File: src/rtl/s2p_align_ctrl_pkg.sv
// Shared definitions for the 4-lane serial-to-parallel alignment controller:
// FSM state encoding, lane count and the default comma byte.
package s2p_align_ctrl_pkg;

    localparam int unsigned NUM_LANES = 4;

    // Default comma; always byte 0 of every frame on lane 0.
    localparam logic [7:0] COM_DEFAULT = 8'hBC;

    typedef enum logic [1:0] {
        ST_SEARCH  = 2'd0,
        ST_PRELOCK = 2'd1,
        ST_LOCKED  = 2'd2,
        ST_UNUSED  = 2'd3
    } state_e;

endpackage

File: src/rtl/s2p_align_ctrl_window.sv
// One lane's serial shift window: MSB-first bits shift in at the LSB on every
// enabled clock; synchronous active-low clear.
module s2p_window #(
    parameter int unsigned WIDTH = 8
) (
    input  logic             clk_i,
    input  logic             rst_ni,
    input  logic             enb_i,
    input  logic             s_i,
    output logic [WIDTH-1:0] win_o
);

    logic [WIDTH-1:0] win_q;
    logic [WIDTH-1:0] win_d;

    always_comb begin
        win_d = win_q;
        if (enb_i) begin
            win_d = {win_q[WIDTH-2:0], s_i};
        end
    end

    always_ff @(posedge clk_i) begin
        if (!rst_ni) begin
            win_q <= '0;
        end else begin
            win_q <= win_d;
        end
    end

    assign win_o = win_q;

endmodule

File: src/rtl/s2p_align_ctrl.sv
// Byte/frame alignment controller: finds the comma on lane 0, locks onto the
// frame phase and emits aligned 4-lane words with valid/sof pulses.
module s2p_align_ctrl
    import s2p_align_ctrl_pkg::*;
#(
    parameter int unsigned      WIDTH     = 8,
    parameter logic [WIDTH-1:0] COM       = WIDTH'(COM_DEFAULT),
    parameter int unsigned      FRAME_LEN = 4,
    parameter int unsigned      LOCK_CNT  = 3,
    parameter int unsigned      LOSS_CNT  = 4
) (
    input  logic                       CLK,
    input  logic                       reset,
    input  logic                       ENB,
    input  logic [NUM_LANES-1:0]       s_in,
    output logic [NUM_LANES*WIDTH-1:0] data_out,
    output logic                       data_valid,
    output logic                       sof,
    output logic                       locked
);

    localparam int unsigned BIT_W  = (WIDTH > 1) ? $clog2(WIDTH) : 1;
    localparam int unsigned IDX_W  = $clog2(FRAME_LEN);
    localparam int unsigned GOOD_W = $clog2(LOCK_CNT + 1);
    localparam int unsigned BAD_W  = $clog2(LOSS_CNT + 1);

    localparam logic [BIT_W-1:0]  BIT_LAST = BIT_W'(WIDTH - 1);
    localparam logic [IDX_W-1:0]  IDX_LAST = IDX_W'(FRAME_LEN - 1);
    localparam logic [GOOD_W-1:0] LOCK_VAL = GOOD_W'(LOCK_CNT);
    localparam logic [BAD_W-1:0]  LOSS_VAL = BAD_W'(LOSS_CNT);

    state_e state_q;
    state_e state_d;

    logic [BIT_W-1:0]              bit_cnt_q;
    logic [BIT_W-1:0]              bit_cnt_d;
    logic [IDX_W-1:0]              byte_idx_q;
    logic [IDX_W-1:0]              byte_idx_d;
    logic [GOOD_W-1:0]             good_q;
    logic [GOOD_W-1:0]             good_d;
    logic [BAD_W-1:0]              bad_q;
    logic [BAD_W-1:0]              bad_d;
    logic [NUM_LANES*WIDTH-1:0]    data_q;
    logic [NUM_LANES*WIDTH-1:0]    data_d;
    logic                          valid_q;
    logic                          valid_d;
    logic                          sof_q;
    logic                          sof_d;

    logic [WIDTH-1:0]              win [NUM_LANES];
    logic [NUM_LANES*WIDTH-1:0]    lane_word;
    logic [GOOD_W-1:0]             good_inc;
    logic [BAD_W-1:0]              bad_inc;
    logic                          com_hit;
    logic                          boundary;
    logic                          frame_slot;
    logic                          good_done;
    logic                          bad_done;

    for (genvar g = 0; g < NUM_LANES; g++) begin : g_lane
        s2p_window #(
            .WIDTH(WIDTH)
        ) u_win (
            .clk_i (CLK),
            .rst_ni(reset),
            .enb_i (ENB),
            .s_i   (s_in[g]),
            .win_o (win[g])
        );
    end

    always_comb begin
        lane_word = '0;
        for (int unsigned i = 0; i < NUM_LANES; i++) begin
            lane_word[i*WIDTH +: WIDTH] = win[i];
        end
    end

    // A boundary is an enabled cycle, while aligned, where the window holds a whole byte.
    assign com_hit    = (win[0] == COM);
    assign boundary   = ENB && (state_q == ST_PRELOCK || state_q == ST_LOCKED)
                        && (bit_cnt_q == '0);
    assign frame_slot = boundary && (byte_idx_q == '0);
    assign good_inc   = good_q + GOOD_W'(1);
    assign bad_inc    = bad_q + BAD_W'(1);
    assign good_done  = (good_inc == LOCK_VAL);
    assign bad_done   = (bad_inc == LOSS_VAL);

    always_ff @(posedge CLK) begin
        if (!reset) begin
            state_q <= ST_SEARCH;
        end else begin
            state_q <= state_d;
        end
    end

    always_comb begin
        state_d = state_q;
        case (state_q)
            ST_SEARCH: begin
                if (ENB && com_hit) begin
                    state_d = ST_PRELOCK;
                end
            end
            ST_PRELOCK: begin
                if (frame_slot) begin
                    if (!com_hit) begin
                        state_d = ST_SEARCH;
                    end else if (good_done) begin
                        state_d = ST_LOCKED;
                    end
                end
            end
            ST_LOCKED: begin
                if (frame_slot && !com_hit && bad_done) begin
                    state_d = ST_SEARCH;
                end
            end
            default: state_d = ST_SEARCH;
        endcase
    end

    always_comb begin
        locked     = (state_q == ST_LOCKED);
        data_valid = valid_q;
        sof        = sof_q;
        data_out   = data_q;
    end

    always_comb begin
        bit_cnt_d  = bit_cnt_q;
        byte_idx_d = byte_idx_q;
        good_d     = good_q;
        bad_d      = bad_q;
        data_d     = data_q;
        valid_d    = 1'b0;
        sof_d      = 1'b0;
        if (ENB) begin
            case (state_q)
                ST_SEARCH: begin
                    // The comma just seen is byte 0, so the next boundary is byte 1.
                    if (com_hit) begin
                        bit_cnt_d  = BIT_W'(1);
                        byte_idx_d = IDX_W'(1);
                        good_d     = GOOD_W'(1);
                        bad_d      = '0;
                    end
                end
                ST_PRELOCK, ST_LOCKED: begin
                    bit_cnt_d = (bit_cnt_q == BIT_LAST) ? '0 : bit_cnt_q + BIT_W'(1);
                    if (boundary) begin
                        byte_idx_d = (byte_idx_q == IDX_LAST) ? '0 : byte_idx_q + IDX_W'(1);
                        if (state_q == ST_LOCKED) begin
                            data_d  = lane_word;
                            valid_d = 1'b1;
                            sof_d   = (byte_idx_q == '0);
                        end
                    end
                    if (frame_slot) begin
                        if (state_q == ST_PRELOCK) begin
                            if (com_hit) begin
                                good_d = good_done ? '0 : good_inc;
                                bad_d  = '0;
                            end
                        end else begin
                            bad_d = com_hit ? '0 : bad_inc;
                        end
                    end
                end
                default: begin
                end
            endcase
        end
        // Any fall back to SEARCH discards the alignment and all counters.
        if (state_q != ST_SEARCH && state_d == ST_SEARCH) begin
            bit_cnt_d  = '0;
            byte_idx_d = '0;
            good_d     = '0;
            bad_d      = '0;
        end
    end

    always_ff @(posedge CLK) begin
        if (!reset) begin
            bit_cnt_q  <= '0;
            byte_idx_q <= '0;
            good_q     <= '0;
            bad_q      <= '0;
            data_q     <= '0;
            valid_q    <= 1'b0;
            sof_q      <= 1'b0;
        end else begin
            bit_cnt_q  <= bit_cnt_d;
            byte_idx_q <= byte_idx_d;
            good_q     <= good_d;
            bad_q      <= bad_d;
            data_q     <= data_d;
            valid_q    <= valid_d;
            sof_q      <= sof_d;
        end
    end

endmodule
File: config.mk
export PLATFORM = sky130hd
export DESIGN_NAME = s2p_align_ctrl
export DESIGN_NICKNAME = d
export VERILOG_FILES = /design/src/rtl/s2p_align_ctrl_pkg.sv /design/src/rtl/s2p_align_ctrl_window.sv /design/src/rtl/s2p_align_ctrl.sv
export SDC_FILE = /design/constraint.sdc
export NUM_CORES = 1
export LEC_CHECK = 0
export CORE_ASPECT_RATIO = 0.7
export CORE_MARGIN = 10
export CORE_UTILIZATION = 30
export DETAILED_ROUTE_END_ITERATION = 12
export PLACE_DENSITY_LB_ADDON = 0.05
export SKIP_CTS_REPAIR_TIMING = 1
export SLEW_MARGIN = 5
export SYNTH_ARGS = -nofsm -noshare
export SYNTH_HDL_FRONTEND = slang
export SYNTH_SLANG_ARGS = --single-unit
File: constraint.sdc
create_clock -name CLK -period 3.95 [get_ports CLK]
set_input_delay 0.79 -clock CLK [delete_from_list [all_inputs] [get_ports CLK]]
set_output_delay 0.79 -clock CLK [all_outputs]
set_load 0.005 [all_outputs]
======== Yosys cells after proc, flatten, opt, wreduce, memory -nomap -nowiden ========
Cells that the tools add are included.
word-level totals
  output and inout port bits .............. 35
  flip-flop bits (word level) ............. 78
  bits of input ports ..................... 7
  logic and storage cells ................. 77
cells by class
  reductions and logical operators ........ 24
  $add $sub $neg .......................... 4
  mux-type cells .......................... 24
  bitwise operators ....................... 1
  eq/ne operators ......................... 12
operators with widths
  cell                                                             count
  2-bit 2-to-1 mux                                                 12
  3-bit 2-to-1 mux                                                 6
  3-bit case mux with 2 select lines                               2
  4-bit AND reduction                                              3
  2-bit != test, second input constant                             5
  8-bit == test, second input constant                             1
  2-bit case mux with 2 select lines                               2
  1-bit logical AND                                                7
  3-bit by 1-bit adder with 3-bit output, second input constant    2
  2-bit == test, second input constant                             3
  3-bit == test, second input constant                             2
  2-bit logical NOT                                                3
  2-bit case mux with 3 select lines                               1
  3-bit AND reduction                                              2
  6-bit AND reduction                                              1
  5-bit AND reduction                                              1
  2-bit by 1-bit adder with 2-bit output, second input constant    2
  2-bit nonzero test                                               2
  2-bit OR reduction                                               2
  3-bit logical NOT                                                1
  2-bit by 1-bit == test with 1-bit output, second input constant  1
  1-bit logical NOT                                                1
  1-bit logical OR                                                 1
  1-bit 2-to-1 mux                                                 1
  1-bit inverter                                                   1

======== Longest topological paths before layout ========
Gate-level depths: netlist of run 1.
  word-level depth ........................ 12
  gate-level depth with buffers ........... 9

======== By module ========
Synthesis of run 1 repeated with hierarchy kept, for this count alone.
unflattened totals
  cells, all modules ...................... 344
  area total of the unflattened synthesis .. 3,334.4 µm²
modules (own cells, without submodules)
  module          area each (µm²)  cells an instance  instances
  s2p_align_ctrl  2,128.3          244                1
  s2p_window      301.5            25                 4

======== Worst setup path before layout of run 1 ========
OpenSTA, ideal clock, no wires.
  path kind ............................... input to register
  from .................................... input port ENB
  to ...................................... register byte_idx_q[1]
  arrival time ............................ 1,864 ps
  slack ................................... 1,953 ps
  stages on the path ...................... 7
  library setup time ...................... 133 ps
  required time ........................... 3,817 ps
  cell sequence ........................... buf_2 inv_1 o31a_1 o32a_1 o211ai_2 buf_4 a22oi_1
on the way
  cells in the longest elaborated chain, start to end .. 10
  elaborated cells on any way between the ends .. 15
  classes of those cells .................. eq/ne: 1; mux: 4; reduce/logical: 10
RTL lines
  element                             RTL line               RTL
  start: declaration                  s2p_align_ctrl.sv:14   input logic ENB,
  1-bit logical AND                   s2p_align_ctrl.sv:81   assign boundary = ENB && (state_q == ST_PRELOCK || state_q == ST_LOCKED)
  1-bit logical AND                   s2p_align_ctrl.sv:82   && (bit_cnt_q == '0);
  1-bit logical AND                   s2p_align_ctrl.sv:83   assign frame_slot = boundary && (byte_idx_q == '0);
  1-bit logical AND (2 in series)     s2p_align_ctrl.sv:115  if (frame_slot && !com_hit && bad_done) begin
  2-bit 2-to-1 mux                    s2p_align_ctrl.sv:115
  2-bit case mux with 3 select lines  s2p_align_ctrl.sv:99   case (state_q)
  2-bit logical NOT                   s2p_align_ctrl.sv:175  if (state_q != ST_SEARCH && state_d == ST_SEARCH) begin
  1-bit logical AND                   s2p_align_ctrl.sv:175
  2-bit OR reduction (no line)        n/a
  end signal: assignment              s2p_align_ctrl.sv:194  byte_idx_q <= byte_idx_d;
  end: declaration                    s2p_align_ctrl.sv:37   logic [IDX_W-1:0] byte_idx_q;
Parallel ways exist; a longest one is shown, timed or not.
A chain may end at the register's enable or synchronous reset.

======== Worst setup path in the final report of run 1 ========
  from .................................... register state_q[0]
  to ...................................... register byte_idx_q[1]
on the way
  cells in the longest elaborated chain, start to end .. 12
  elaborated cells on any way between the ends .. 25
  classes of those cells .................. eq/ne: 4; mux: 7; reduce/logical: 14
RTL lines
  element                                                                           RTL line                                                           RTL
  start: declaration                                                                s2p_align_ctrl.sv:32                                               state_e state_q;
  start signal: assignment                                                          s2p_align_ctrl.sv:93                                               state_q <= state_d;
  2-bit by 1-bit == test with 1-bit output / 2-bit == test (equally long branches)  s2p_align_ctrl.sv:81, s2p_align_ctrl.sv:99, s2p_align_ctrl.sv:139
  1-bit logical OR                                                                  s2p_align_ctrl.sv:81
  1-bit logical AND                                                                 s2p_align_ctrl.sv:81
  1-bit logical AND                                                                 s2p_align_ctrl.sv:82
  1-bit logical AND                                                                 s2p_align_ctrl.sv:83
  1-bit logical AND (2 in series)                                                   s2p_align_ctrl.sv:115
  2-bit 2-to-1 mux                                                                  s2p_align_ctrl.sv:115
  2-bit case mux with 3 select lines                                                s2p_align_ctrl.sv:99
  2-bit logical NOT                                                                 s2p_align_ctrl.sv:175
  1-bit logical AND                                                                 s2p_align_ctrl.sv:175
  2-bit OR reduction (no line)                                                      n/a
Parallel ways exist; a longest one is shown, timed or not.

==> flow_metrics.py, run 1 <==
metrics = {
    "run_status": {
        "status": "completed",
    },
    "sta": {
        "worst_pin_slew_ns": 0.585,
        "finalSetupViolCount": 0,
        "timing.setup.tns_ns": 0,
        "period_needed_ns": 2.70,
        "max_freq_mhz": 371,
        "fin_skew_ns": 0.00613,
        "hold_viol": 0,
        "post-route-period-util": 0.683,
        "rsz0062_at_grt": "no",
        "relSlewSlack": 0.610,
        "slew_violations": 0,
    },
    "power_and_ir_drop": {
        "max-vdd-ir-drop_v": 0.000193,
        "pwr_density_cell_nw_per_um2": 428,
        "total_power_mw": 1.81,
        "p_leak_nw": 1.57,
    },
    "final_layout": {
        "area.growth.synth_to_final_pct": 25.7,
        "fillers": 1105,
        "multi_input_area_sq_um": 1670,
        "final_nets": 404,
        "fin_util": 0.385,
        "drive_gt1_frac": 0.0793,
        "final-seq-area_sq_um": 1560,
        "antennaDiodeCount": 0,
    },
    "drt": {
        "viasPerCell": 4.35,
        "postRouteAntennaNets": 0,
        "first_pass_iters": 4,
        "drc_errors": 0,
        "vias": 2368,
        "drt-total-wl_microns": 7560,
        "wl_per_cell_microns": 13.9,
        "drtIter0Drc": 91,
    },
    "synthesis": {
        "async_flop_share": 0,
        "synth-seq-cells": 78,
        "synthFlopType": "dfxtp_1",
        "syn-instance-count": 353,
        "synth_commonest_cells": "78 x dfxtp_1, 74 x nand2_1, 34 x mux2i_1, 34 x nor2b_1, 22 x a21boi_0",
        "synth_top_area_share": 0.463,
        "syn_area_sq_um": 3370,
        "yosysMostFrequentCell": "dfxtp_1",
        "synth-edff-count": 0,
        "synth.largest_area_cell": "dfxtp_1",
        "synth_seq_area_share": 0.463,
        "syn_nets": 371,
        "synth_cell_types": 44,
        "syn_avg_cell_area_sq_um": 9.56,
        "synthTopCellsByArea": "dfxtp_1 46%, mux2i_1 10%, nand2_1 8.2%, nor2b_1 6.3%, a21boi_0 4.9%",
        "ys_warn_count": 0,
    },
    "die": {
        "dieWidth_microns": 147,
        "core-area_sq_um": 11000,
        "io_pins": 42,
        "initial_utilization": 0.306,
        "die_h_microns": 109,
        "rows": 32,
        "dieArea_sq_um": 16000,
    },
    "grt": {
        "antenna_found_initial": 0,
        "grt_pass1_wl_microns": 12600,
        "grt_max_degree": 67,
        "grt_pass1_vias": 2391,
        "overflow": 0,
        "grtUsageTotal": 0.0993,
    },
    "clock_tree": {
        "clockBufferDepth": 2,
        "root_buffer": "clkbuf_16",
        "ctsHtreeMaxLevel": 3,
        "cts_sinks": 78,
        "cts.clk_slew.worst_paths_ns": 0.06,
        "insertion_delay_ns": 0.34,
        "cts_tree": "built",
        "cts_buffers": 9,
    },
    "placed_design": {
        "gp_congestion": 0.768,
        "io_buffers": 41,
        "hpwl_microns": 4910,
    },
    "worst_setup_path": {
        "critPathArrivalTime_ns": 2.89,
        "cp_cell_sequence": "inv_1, ha_1, and4b_4, nand2_1, o31a_1, o211ai_2, a22oi_1",
        "cp-start-kind": "flop",
        "cp.required_ns": 4.14,
        "path_class": "reg -> reg",
        "crit_path_end_kind": "flop",
        "crit_fanout": 15,
        "cpMaxStageDelayCell": "ha_1",
        "critPathMaxStageDelay_ns": 0.58,
    },
    "min_path": {
        "min_path_type": "reg -> reg",
    },
    "flow_run": {
        "drv_cap": 0,
    },
}
-- sequential cells by signal (all words and copies together), names as in the netlist --
signal	flops
g_lane.u_win.win_o	32
bit_cnt_q	3
state_q	2
good_q	2
bad_q	3
byte_idx_q	2
sof	1
data_valid	1
data_out	32
-- critical path: cells and delay by family, from the launching register on --
| kind | cells | cell delay (ns) |
|---|---|---|
| compound gates | 3 | 1.06 |
| fa+ha+maj | 1 | 0.58 |
| buf+inv | 1 | 0.09 |
| flops | 1 | 0.37 |
| simple gates | 2 | 0.45 |
-- worst paths after layout --
check	startpoint	to	slack [ns]	depth (start not counted)
worst max-delay path	state_q[0]	byte_idx_q[1]	1.25	7
worst min-delay path	data_out[21]	data_out[21]	0.45	2
worst max register to register	state_q[0]	byte_idx_q[1]	1.25	7
worst min register to register	data_out[21]	data_out[21]	0.45	2
-- report_power, final --
group / internal, mW / leakage, nW / switching, mW
logic: 0.0259 / 0.773 / 0.0253
registers: 0.792 / 0.629 / 0.00489
clock network: 0.633 / 0.172 / 0.334
-- final cells by class --
cell class / instances / share of cell area
inverter: 9 / 0.00797
clock buffer: 10 / 0.0564
tap: 153 / 0.0452
timing repair buffer: 45 / 0.102
multi-input combinational: 243 / 0.395
sequential: 78 / 0.368
clock inverter: 6 / 0.0257
-- cells in the final DEF, fill, tap and decap left out, types with 4 or more instances in the layout --
master and instances:
o21ai_0 4, clkbuf_16 9, buf_4 4, clkdlybuf4s50_1 39
a21oi_1 8, dfxtp_1 78, nor2b_1 34, ha_1 11
a21boi_0 22, a21boi_1 13, inv_1 9, nand2_1 74
mux2i_1 34
-- routing by layer --
| metal | up-vias | track usage | wire length [microns] |
|---|---|---|---|
| li1 | 1255 | - | - |
| met1 | 1068 | 0.131 | 4020 |
| met2 | 38 | 0.137 | 2970 |
| met3 | 7 | 0.0513 | 484 |
| met4 | 0 | 0.0299 | 86 |
| met5 | - | 0 | 0 |
-- cell families (layout without fill, tap and decap cells) --
group / Yosys count / in the layout / share of synthesized area
buffers and inverters: 32 / 70 / 0.0408
and+or+nand+nor: 129 / 129 / 0.194
muxes: 36 / 36 / 0.108
xor gates and xnor gates: 3 / 3 / 0.00779
DFF: 78 / 78 / 0.463
AOI/OAI and AO/OA: 64 / 64 / 0.146
adders and majority gates: 11 / 11 / 0.0408
-- per-stage QoR --
step / hold WS (ns) / cells / cell area, sq um / worst slack [ns]
after floorplan: 0.430 / 353 / 3370 / 1.95
after global placement: 0.445 / 528 / 3890 / 1.28
after detailed placement: 0.444 / 528 / 3890 / 1.24
after CTS: 0.453 / 544 / 4240 / 1.23
after global routing: 0.468 / 544 / 4240 / 1.04
final: 0.450 / 544 / 4240 / 1.25
Power figures use the tool's default switching activity.
==> inputs of run 2 (changes only) <==
Clock period 3.95 ns to 2.7 ns, I/O delays scaled along.
==> run 2 against run 1 <==
  * Register-to-register slack worse by 0.90 ns
  * Utilization is 0.091 points lower
  * Critical path type unchanged
  * Sequential power is 46% higher
  * Flip-flop and latch count stayed put
  * Wire length is 0.64% higher
  * Critical path depth stayed put
  * Cell count is 0.37% higher
  * Clock skew hardly changed
  * Hold slack better by 0.0021 ns
  * Total power is 40% higher
  * Clock power is 35% higher
  * Cell area is 0.24% lower
==> flow_metrics.py, run 2 (same netlist as run 1, synthesis figures left out) <==
metrics = {
    "die": {
        "rows": 32,
        "die_h_microns": 109,
        "initial_utilization": 0.306,
        "dieWidth_microns": 147,
        "core-area_sq_um": 11000,
        "io_pins": 42,
        "dieArea_sq_um": 16000,
    },
    "grt": {
        "grt_max_degree": 67,
        "grt_pass1_wl_microns": 12700,
        "grt_pass1_vias": 2367,
        "antenna_found_initial": 0,
        "overflow": 0,
        "grtUsageTotal": 0.0975,
    },
    "drt": {
        "vias": 2436,
        "postRouteAntennaNets": 0,
        "wl_met3_microns": 404,
        "wl_met1_microns": 4090,
        "drtIter0Drc": 107,
        "first_pass_iters": 4,
        "wl_per_cell_microns": 13.9,
        "dr_wl_met2_microns": 3060,
        "drt-total-wl_microns": 7610,
        "viasPerCell": 4.46,
        "drc_errors": 0,
        "highest_layer": "met4",
    },
    "final_layout": {
        "mostFrequentLayoutCell": "dfxtp_1",
        "area.growth.synth_to_final_pct": 25.4,
        "mostFrequentLayoutCells": "78 x dfxtp_1, 74 x nand2_1, 39 x clkdlybuf4s50_1, 34 x nor2b_1, 34 x mux2i_1",
        "final_nets": 406,
        "drive_gt1_frac": 0.0840,
        "fin_util": 0.384,
        "design_area_sq_um": 4230,
        "antennaDiodeCount": 0,
        "fillers": 1107,
    },
    "min_path": {
        "min_path_type": "reg -> reg",
        "hp-start": "data_out[11]",
        "min_to": "data_out[11]",
        "hold-path-cell-count": 2,
    },
    "power_and_ir_drop": {
        "p_leak_nw": 1.56,
        "pwr_density_cell_nw_per_um2": 603,
        "max-vdd-ir-drop_v": 0.000274,
    },
    "sta": {
        "relSlewSlack": 0.606,
        "finalSetupViolCount": 0,
        "timing.setup.tns_ns": 0,
        "worst_pin_slew_ns": 0.590,
        "period_needed_ns": 2.35,
        "fin_skew_ns": 0.00603,
        "slew_violations": 0,
        "post-route-period-util": 0.869,
        "max_freq_mhz": 426,
        "hold_viol": 0,
        "rsz0062_at_grt": "no",
    },
    "clock_tree": {
        "ctsHtreeMaxLevel": 3,
        "cts_sinks": 78,
        "insertion_delay_ns": 0.33,
        "root_buffer": "clkbuf_16",
        "clockBufferDepth": 2,
        "cts_tree": "built",
        "cts.clk_slew.worst_paths_ns": 0.06,
        "cts_buffers": 9,
    },
    "flow_run": {
        "drv_cap": 0,
    },
    "worst_setup_path": {
        "path_class": "reg -> reg",
        "timing.rr.start": "state_q[0]",
        "crit_path_end_kind": "flop",
        "reg2regPathDepth": 7,
        "crit_path_start": "state_q[0]",
        "cp-start-kind": "flop",
        "crit_fanout": 11,
        "cp.required_ns": 2.88,
        "rrSetupSlack_ns": 0.35,
        "critPathArrivalTime_ns": 2.53,
        "regToRegEndpoint": "good_q[1]",
    },
    "placed_design": {
        "io_buffers": 41,
        "hpwl_microns": 5050,
        "gp_congestion": 0.815,
        "place_area_sq_um": 3910,
    },
    "run_status": {
        "status": "completed",
    },
}
## run 2: cell count changes in the layout (fill, tap and decap cells not counted), sizes merged
cell | previous run | this run
buf | 6 | 8
bufinv | 3 | 2
clkbuf | 10 | 9
clkinv | 3 | 2
clkinvlp | 0 | 2
inv | 9 | 10
## run 2: area by class of cell
| type | instances | area (sq um) | area share |
|---|---|---|---|
| clock buffer | 9 | 225 | 0.0533 |
| clock inverter | 7 | 97.6 | 0.0231 |
| inverter | 9 | 33.8 | 0.00799 |
| multi-input combinational | 243 | 1670 | 0.396 |
| sequential | 78 | 1560 | 0.369 |
| tap | 153 | 191 | 0.0453 |
| timing repair buffer | 47 | 445 | 0.105 |
## run 2: power by group
group	internal [mW]	switching, mW
combinational	0.0387	0.0374
sequential	1.16	0.00689
clock	0.813	0.496
total	2.01	0.540
## run 2: stage by stage
stage | hold slack [ns] | worst slack (ns) | power (mW) | instances
3_3_place_gp | 0.445 | 0.435 | 1.27 | 530
5_1_grt | 0.471 | 0.172 | 2.65 | 546
2_1_floorplan | 0.430 | 0.711 | 1.25 | 353
6_report | 0.453 | 0.355 | 2.55 | 546
4_1_cts | 0.453 | 0.339 | 2.60 | 546
3_5_place_dp | 0.446 | 0.359 | 1.27 | 530
## run 2: worst max path at each step
stage	end	slack [ns]	cells past startpoint
2_1_floorplan	byte_idx_q[1]	0.71	8
3_3_place_gp	byte_idx_q[0]	0.43	7
6_report	good_q[1]	0.35	7
3_5_place_dp	good_q[1]	0.36	7
4_1_cts	good_q[1]	0.34	7
5_1_grt	data_out[18]	0.17	8
## run 2: per-layer routing
metal	global-route usage	up-vias
met1	0.129	1139
met2	0.142	33
met3	0.0426	4
met4	0.0256	0
met5	0	-
li1	-	1260
## run 2: critical path: stages, from the launching register on
cell and delay, ns:
dfxtp_1 0.37, inv_1 0.09, ha_1 0.32, and4b_4 0.28, nand2_1 0.08, o31a_1 0.37, o211ai_2 0.51, a22oi_1 0.18
